File: config.mk
export PLATFORM = sky130hd
export DESIGN_NAME = ivector_unfunnel
export DESIGN_NICKNAME = d
export VERILOG_FILES = /design/src/rtl/ivector_unfunnel_pkg.sv /design/src/rtl/ivector_unfunnel_buffer.sv /design/src/rtl/ivector_unfunnel.sv
export SDC_FILE = /design/constraint.sdc
export NUM_CORES = 1
export LEC_CHECK = 0
export CAP_MARGIN = 20
export CORE_AREA = 2 2 287 289
export CTS_CLUSTER_DIAMETER = 100
export CTS_CLUSTER_SIZE = 25
export DETAILED_ROUTE_END_ITERATION = 12
export DIE_AREA = 0 0 289 291
export PLACE_DENSITY_LB_ADDON = 0.08
export SYNTH_ARGS = -nofsm -noshare
export SYNTH_HDL_FRONTEND = slang
export SYNTH_SLANG_ARGS = --single-unit
File: constraint.sdc
create_clock -name CLK -period 3.7 [get_ports CLK]
set_input_delay 0.74 -clock CLK [delete_from_list [all_inputs] [get_ports CLK]]
set_output_delay 0.74 -clock CLK [all_outputs]
set_load 0.02 [all_outputs]
File: src/rtl/ivector_unfunnel_pkg.sv
// Shared IVectorRequest layout, sizing constants and unfunnel FSM encoding,
// used by both the funnel (transmit) and unfunnel (receive) sides.
package ivector_unfunnel_pkg;

    localparam int IVEC_DATA_WIDTH = 32;
    localparam int IVEC_WORDS      = 22;
    localparam int IVEC_MSG_WIDTH  = 704;

    // First funnel word lands in the most significant bits (field a).
    typedef struct packed {
        logic [31:0]       a;
        logic [15:0]       b;
        logic [15:0]       c;
        logic [19:0][31:0] vec;
    } ivector_request_t;

    typedef enum logic {
        ST_COLLECT = 1'b0,
        ST_DELIVER = 1'b1
    } unfunnel_state_e;

endpackage

File: src/rtl/ivector_unfunnel_buffer.sv
// One message buffer: word-insert into a DATA_WIDTH*WORDS register plus its
// full flag. Data bits are deliberately left unreset.
module unfunnel_buffer #(
    parameter int DATA_WIDTH = 32,
    parameter int WORDS      = 22,
    localparam int CW        = $clog2(WORDS)
) (
    input  logic                        clk_i,
    input  logic                        rst_i,
    input  logic                        wr_en_i,
    input  logic [CW-1:0]               idx_i,
    input  logic [DATA_WIDTH-1:0]       data_i,
    input  logic                        complete_i,
    input  logic                        clear_i,
    output logic                        full_o,
    output logic [DATA_WIDTH*WORDS-1:0] msg_o
);

    logic [DATA_WIDTH*WORDS-1:0] data_q;
    logic                        full_q;

    always_ff @(posedge clk_i) begin
        for (int k = 0; k < WORDS; k++) begin
            if (wr_en_i && (idx_i == CW'(k))) begin
                data_q[(WORDS-1-k)*DATA_WIDTH +: DATA_WIDTH] <= data_i;
            end
        end
    end

    // Writes are never offered to a full buffer, so set and clear cannot collide.
    always_ff @(posedge clk_i or posedge rst_i) begin
        if (rst_i) begin
            full_q <= 1'b0;
        end else if (complete_i) begin
            full_q <= 1'b1;
        end else if (clear_i) begin
            full_q <= 1'b0;
        end
    end

    assign full_o = full_q;
    assign msg_o  = data_q;

endmodule

File: src/rtl/ivector_unfunnel.sv
// Reassembles WORDS funnel words into one IVectorRequest message.
// Define IVECTOR_UNFUNNEL_PINGPONG_EN for two-buffer (ping-pong) operation.
module ivector_unfunnel
    import ivector_unfunnel_pkg::*;
#(
    parameter int DATA_WIDTH = IVEC_DATA_WIDTH,
    parameter int WORDS      = IVEC_WORDS
) (
    input  logic                        CLK,
    input  logic                        RST,
    input  logic                        in_enq__ENA,
    input  logic [DATA_WIDTH-1:0]       in_enq_v,
    output logic                        in_enq__RDY,
    output logic                        ind_heard__ENA,
    output logic [DATA_WIDTH*WORDS-1:0] ind_heard_v,
    input  logic                        ind_heard__RDY
);

    localparam int MSG_W = DATA_WIDTH * WORDS;
    localparam int CW    = $clog2(WORDS);
    localparam logic [CW-1:0] LAST_IDX = CW'(WORDS - 1);

    logic [CW-1:0] cnt_q, cnt_d;
    logic          accept;
    logic          last_word;

    assign accept    = in_enq__ENA && in_enq__RDY;
    assign last_word = (cnt_q == LAST_IDX);

    always_comb begin
        cnt_d = cnt_q;
        if (accept) begin
            cnt_d = last_word ? '0 : cnt_q + 1'b1;
        end
    end

    always_ff @(posedge CLK or posedge RST) begin
        if (RST) begin
            cnt_q <= '0;
        end else begin
            cnt_q <= cnt_d;
        end
    end

`ifdef IVECTOR_UNFUNNEL_PINGPONG_EN
    logic             wsel_q, wsel_d;
    logic             rsel_q, rsel_d;
    logic [1:0]       full;
    logic [MSG_W-1:0] msg [2];

    for (genvar g = 0; g < 2; g++) begin : g_buf
        unfunnel_buffer #(
            .DATA_WIDTH(DATA_WIDTH),
            .WORDS     (WORDS)
        ) u_buf (
            .clk_i     (CLK),
            .rst_i     (RST),
            .wr_en_i   (accept && (wsel_q == 1'(g))),
            .idx_i     (cnt_q),
            .data_i    (in_enq_v),
            .complete_i(accept && last_word && (wsel_q == 1'(g))),
            .clear_i   (ind_heard__ENA && (rsel_q == 1'(g))),
            .full_o    (full[g]),
            .msg_o     (msg[g])
        );
    end

    assign in_enq__RDY    = !RST && !full[wsel_q];
    assign ind_heard__ENA = full[rsel_q] && ind_heard__RDY;
    assign ind_heard_v    = msg[rsel_q];

    assign wsel_d = wsel_q ^ (accept && last_word);
    assign rsel_d = rsel_q ^ ind_heard__ENA;

    always_ff @(posedge CLK or posedge RST) begin
        if (RST) begin
            wsel_q <= 1'b0;
            rsel_q <= 1'b0;
        end else begin
            wsel_q <= wsel_d;
            rsel_q <= rsel_d;
        end
    end
`else
    unfunnel_state_e  state_q;
    logic             full;
    logic [MSG_W-1:0] msg;

    unfunnel_buffer #(
        .DATA_WIDTH(DATA_WIDTH),
        .WORDS     (WORDS)
    ) u_buf (
        .clk_i     (CLK),
        .rst_i     (RST),
        .wr_en_i   (accept),
        .idx_i     (cnt_q),
        .data_i    (in_enq_v),
        .complete_i(accept && last_word),
        .clear_i   (ind_heard__ENA),
        .full_o    (full),
        .msg_o     (msg)
    );

    always_ff @(posedge CLK or posedge RST) begin
        if (RST) begin
            state_q <= ST_COLLECT;
        end else begin
            case (state_q)
                ST_COLLECT: if (accept && last_word) state_q <= ST_DELIVER;
                ST_DELIVER: if (ind_heard__ENA)      state_q <= ST_COLLECT;
                default:                             state_q <= ST_COLLECT;
            endcase
        end
    end

    // Gated by RST so the input side looks closed while reset is held.
    assign in_enq__RDY    = !RST && (state_q == ST_COLLECT);
    assign ind_heard__ENA = full && ind_heard__RDY;
    assign ind_heard_v    = msg;
`endif

endmodule
### After elaboration in Yosys (flattened, before gate mapping)

Cells that the tools add are included.

| operators by class | value |
|---|---|
| bitwise logic cells | 1 |
| $lt $le $gt $ge | 0 |
| muxes and demuxes | 6 |
| divide/modulo/power cells | 0 |
| add/sub/neg operators | 1 |
| multiply operators | 0 |
| shifts and indexed selects | 0 |
| reduce and logical (&&, ||, !) cells | 28 |
| equal/unequal tests | 21 |

Operators with widths:

| operator | count |
|---|---|
| equality test 5 x 4 -> 1 bit (second input constant) | 8 |
| equality test 5 bit (second input constant) | 6 |
| logical AND 1 bit | 25 |
| equality test 5 x 3 -> 1 bit (second input constant) | 4 |
| equality test 5 x 2 -> 1 bit (second input constant) | 2 |
| adder 5 x 1 -> 5 bit (second input constant) | 1 |
| equality test 5 x 1 -> 1 bit (second input constant) | 1 |
| zero test 5 bit | 1 |
| two-way mux 5 bit | 1 |
| two-way mux 1 bit | 4 |
| one-hot mux 1 bit (2 select lines) | 1 |
| nonzero test 2 bit | 1 |
| zero test 1 bit | 1 |
| inverter 1 bit | 1 |

| word-level totals | value |
|---|---|
| register bits | 711 |
| logic and storage cells | 82 |
| latch bits | 0 |
| memory bits (writable) | 0 |
| bits of input ports | 36 |
| ROM bits | 0 |
| memories kept | 0 |

### Logic depth before layout (Yosys ltp)

| logic depth | value |
|---|---|
| depth in word-level cells | 6 |
| gate-level depth with buffers | 5 |
| depth with buffers taken out | 5 |

### Modules after synthesis

A second synthesis with hierarchy kept.

| second synthesis, totals | value |
|---|---|
| cell total of the unflattened synthesis | 777 |
| area total of the unflattened synthesis | 21720.8 µm² |

Modules (own cells, without submodules):

| module | area an instance (µm²) | instances | cells each |
|---|---|---|---|
| unfunnel_buffer | 21379.3 | 1 | 742 |
| ivector_unfunnel | 341.6 | 1 | 35 |

### Worst setup path after synthesis

No wires, ideal clock.

| timing path | value |
|---|---|
| path type | input -> register |
| from | in RST |
| to | reg u_buf.data_q[608] (netlist: u_buf.msg_o[608]) (enable) |
| arrival time | 3501 ps |
| buffers on the path | 0 |
| setup time | 461 ps |
| data required time | 3239 ps |
| path slack | -262 ps |
| stages on the path | 3 |
| path through | nor4b_1 > nand2_1 > nor3_1 |

| between the ends | value |
|---|---|
| longest elaborated chain between the ends | 4 |

Ends and longest elaborated chain:

| item | RTL line | source |
|---|---|---|
| from (decl) | ivector_unfunnel.sv:10 | `input logic RST,` |
| zero test 1 bit (no source line) | n/a |  |
| logical AND 1 bit | ivector_unfunnel.sv:117 | `assign in_enq__RDY = !RST && (state_q == ST_COLLECT);` |
| logical AND 1 bit | ivector_unfunnel.sv:27 | `assign accept = in_enq__ENA && in_enq__RDY;` |
| logical AND 1 bit | ivector_unfunnel_buffer.sv:24 | `if (wr_en_i && (idx_i == CW'(k))) begin` |
| to (signal, indexed assignment) | ivector_unfunnel_buffer.sv:25 | `data_q[(WORDS-1-k)*DATA_WIDTH +: DATA_WIDTH] <= data_i;` |
| to (decl) | ivector_unfunnel_buffer.sv:19 | `logic [DATA_WIDTH*WORDS-1:0] data_q;` |

Every way passes these cells.
A chain may end at the register's enable or synchronous reset.

### Worst setup path after layout

| timing path | value |
|---|---|
| from | in RST |
| to | out in_enq__RDY |

| between the ends | value |
|---|---|
| longest elaborated chain between the ends | 2 |

Ends and longest elaborated chain:

| item | RTL line | source |
|---|---|---|
| zero test 1 bit (no source line) | n/a |  |
| logical AND 1 bit | ivector_unfunnel.sv:117 |  |
| to (decl) | ivector_unfunnel.sv:13 | `output logic in_enq__RDY,` |

Every way passes these cells.

==> results.json <==
{
  "wl_per_cell_microns": 30.4,
  "gp_congestion": 0.785,
  "layout_min_cycle_time_ns": 2.75,
  "ys_seq_area_frac": 0.981,
  "fp.dieArea_sq_um": 84100,
  "async_flop_share": 0.00985,
  "hold_viol_final": 0,
  "synth_edf_count": 704,
  "worst_slew_pin_slew_ns": 0.999,
  "crit_fanout": 5,
  "power.density_nw_per_um2": 455,
  "drt-total-wl_microns": 81200,
  "cts_setup_buffers": 0,
  "yosys_warnings": 0,
  "root_buffer": "clkbuf_16",
  "p_leak_nw": 10.2,
  "cts_made_buffers": 36,
  "final_cell_mix": "clkdlybuf4s50_1 (741), edfxtp_1 (704), clkbuf_16 (37), buf_4 (23), buf_12 (14)",
  "whs_ns": 0.562,
  "dpl.hpwl_microns": 55700,
  "antenna_found_initial": 2,
  "dr.pass1.iters": 5,
  "hp-class": "reg2reg",
  "vdd_drop_max_uv": 243,
  "route.detailed.drc": 0,
  "setup_viol": 0,
  "synth_top_area_cell": "edfxtp_1",
  "final_area_sq_um": 32100,
  "crit_required_ns": 2.96,
  "cts_hold_buffers": 0,
  "crit_type": "in2out",
  "grt_pass1_wl_microns": 105000,
  "placed_area_sq_um": 31100,
  "synth_area_sq_um": 21700,
  "antenna_left": 0,
  "ys.flop_type": "edfxtp_1",
  "grt_pass1_vias": 11041,
  "synth_area_leaders": "edfxtp_1 (97%), dfrtp_1 (0.81%), ha_1 (0.29%)",
  "synth-seq-cells": 711,
  "grt_max_degree": 33,
  "post_cts_resized": 0,
  "clk_path_buf_depth": 3,
  "area_growth_pct": 47.8,
  "cap_violations": 0,
  "slew_headroom": 0.332,
  "vias": 11180,
  "finClkSkew_ns": 0.0220,
  "fmax_ghz": 0.363,
  "die_width_microns": 289,
  "cts_tree": "built",
  "cts_sinks": 711,
  "synth_cell_types": 24,
  "avgViaCountPerCell": 4.18,
  "drive_above_1_share": 0.0685,
  "grt_overflow": 0,
  "layout.nets": 1631,
  "syn-instance-count": 777,
  "core_sq_um": 81200,
  "arrival_ns": 2.01,
  "finalCritPeriodShare": 0.744,
  "status": "finished, final reports clean",
  "clkTransAtPathRegs_ns": 0.10,
  "initial_utilization": 0.268,
  "fin_tns_setup_ns": 0,
  "maxSlewViolCount": 0,
  "syn_nets": 818,
  "portBuffers": 741,
  "endpoint_kind": "primary output",
  "htree_num_levels": 2,
  "cp-start-kind": "input pin",
  "synth_top_area_frac": 0.973,
  "die_y_microns": 291,
  "final_common_cell": "clkdlybuf4s50_1",
  "first_iter_violations": 777,
  "rsz0062_at_grt": "no",
  "clk-insertion-delay-late_ns": 0.58,
  "fin_util": 0.396,
  "avgSynthCellArea_sq_um": 28.0,
  "grtUsageTotal": 0.187,
  "rows": 105,
  "num_io_pins": 742
}
-- area by class of cell --
cell class | count | area, sq um
Antenna cell | 1 | 2.50
Timing Repair Buffer | 778 | 7870
Tap cell | 1070 | 1340
Fill cell | 7256 | 49100
Inverter | 6 | 22.5
Clock buffer | 42 | 945
Multi-Input combinational cell | 57 | 518
Clock inverter | 11 | 101
Sequential cell | 711 | 21300
-- routing by layer --
metal / part of all wire / vias up / track usage
met5: 0 / - / 0
met4: 0.015 / 0 / 0.0347
met3: 0.078 / 58 / 0.0544
met2: 0.51 / 475 / 0.325
met1: 0.40 / 5922 / 0.231
li1: - / 4725 / -
-- per-stage QoR --
step | instances | setup slack (ns) | power, mW
after detailed placement | 2622 | 0.366 | 10.4
after global routing | 2675 | 0.879 | 15.1
after CTS | 2675 | 0.935 | 14.8
after floorplan | 777 | 0.590 | 9.68
after global placement | 2622 | 0.398 | 10.4
final | 2676 | 0.946 | 14.6
-- Yosys cell counts, types with 2 or more instances --
cell / instances
edfxtp_1: 704
nor2_1: 13
dfrtp_1: 7
nand2_1: 7
and2_1: 6
inv_1: 6
ha_1: 5
nor3_1: 5
nand2b_1: 3
o22ai_1: 3
a31oi_1: 2
clkbuf_1: 2
nand3_1: 2
o21ai_0: 2
-- kinds of logic (layout without fill, tap and decap cells) --
group | after synthesis | in the layout | share of synthesized area
and+or+nand+nor | 43 | 43 | 0.0113
other | 0 | 1 | 0
muxes | 1 | 1 | 0.000518
buffers and inverters | 9 | 837 | 0.00190
adders and majority gates | 5 | 5 | 0.00288
AOI/OAI and AO/OA | 8 | 8 | 0.00213
DFF | 711 | 711 | 0.981
-- state kept, by name (all words and copies together), names as in the netlist --
register and count:
u_buf.full_o 1, state_q 1, u_buf.msg_o 704, cnt_q 5
-- worst max-delay path, cell delays in order --
cell	delay (ns)
clkdlybuf4s50_1	0.52
nor2_1	0.14
clkdlybuf4s50_1	0.62
-- final timing paths --
| check | start | endpoint | slack [ns] | cells past startpoint |
|---|---|---|---|---|
| setup / recovery | RST | in_enq__RDY | 0.95 | 3 |
| hold / removal | u_buf.full_o | u_buf.full_o | 0.56 | 2 |
| setup reg to reg | cnt_q[4] | u_buf.msg_o[251] | 1.24 | 5 |
| hold reg to reg | u_buf.full_o | u_buf.full_o | 0.56 | 2 |
| max in group asynchronous | RST | cnt_q[2] | 2.87 | 2 |
| min in group asynchronous | RST | u_buf.full_o | 0.59 | 2 |
-- report_power, final --
part / internal, mW / total (mW) / switching, mW / leakage, nW
Clock: 1.88 / 4.46 / 2.58 / 0.503
Combinational: 0.323 / 0.984 / 0.661 / 3.30
Sequential: 9.05 / 9.17 / 0.128 / 6.42
(Power assumes the default switching activity.)
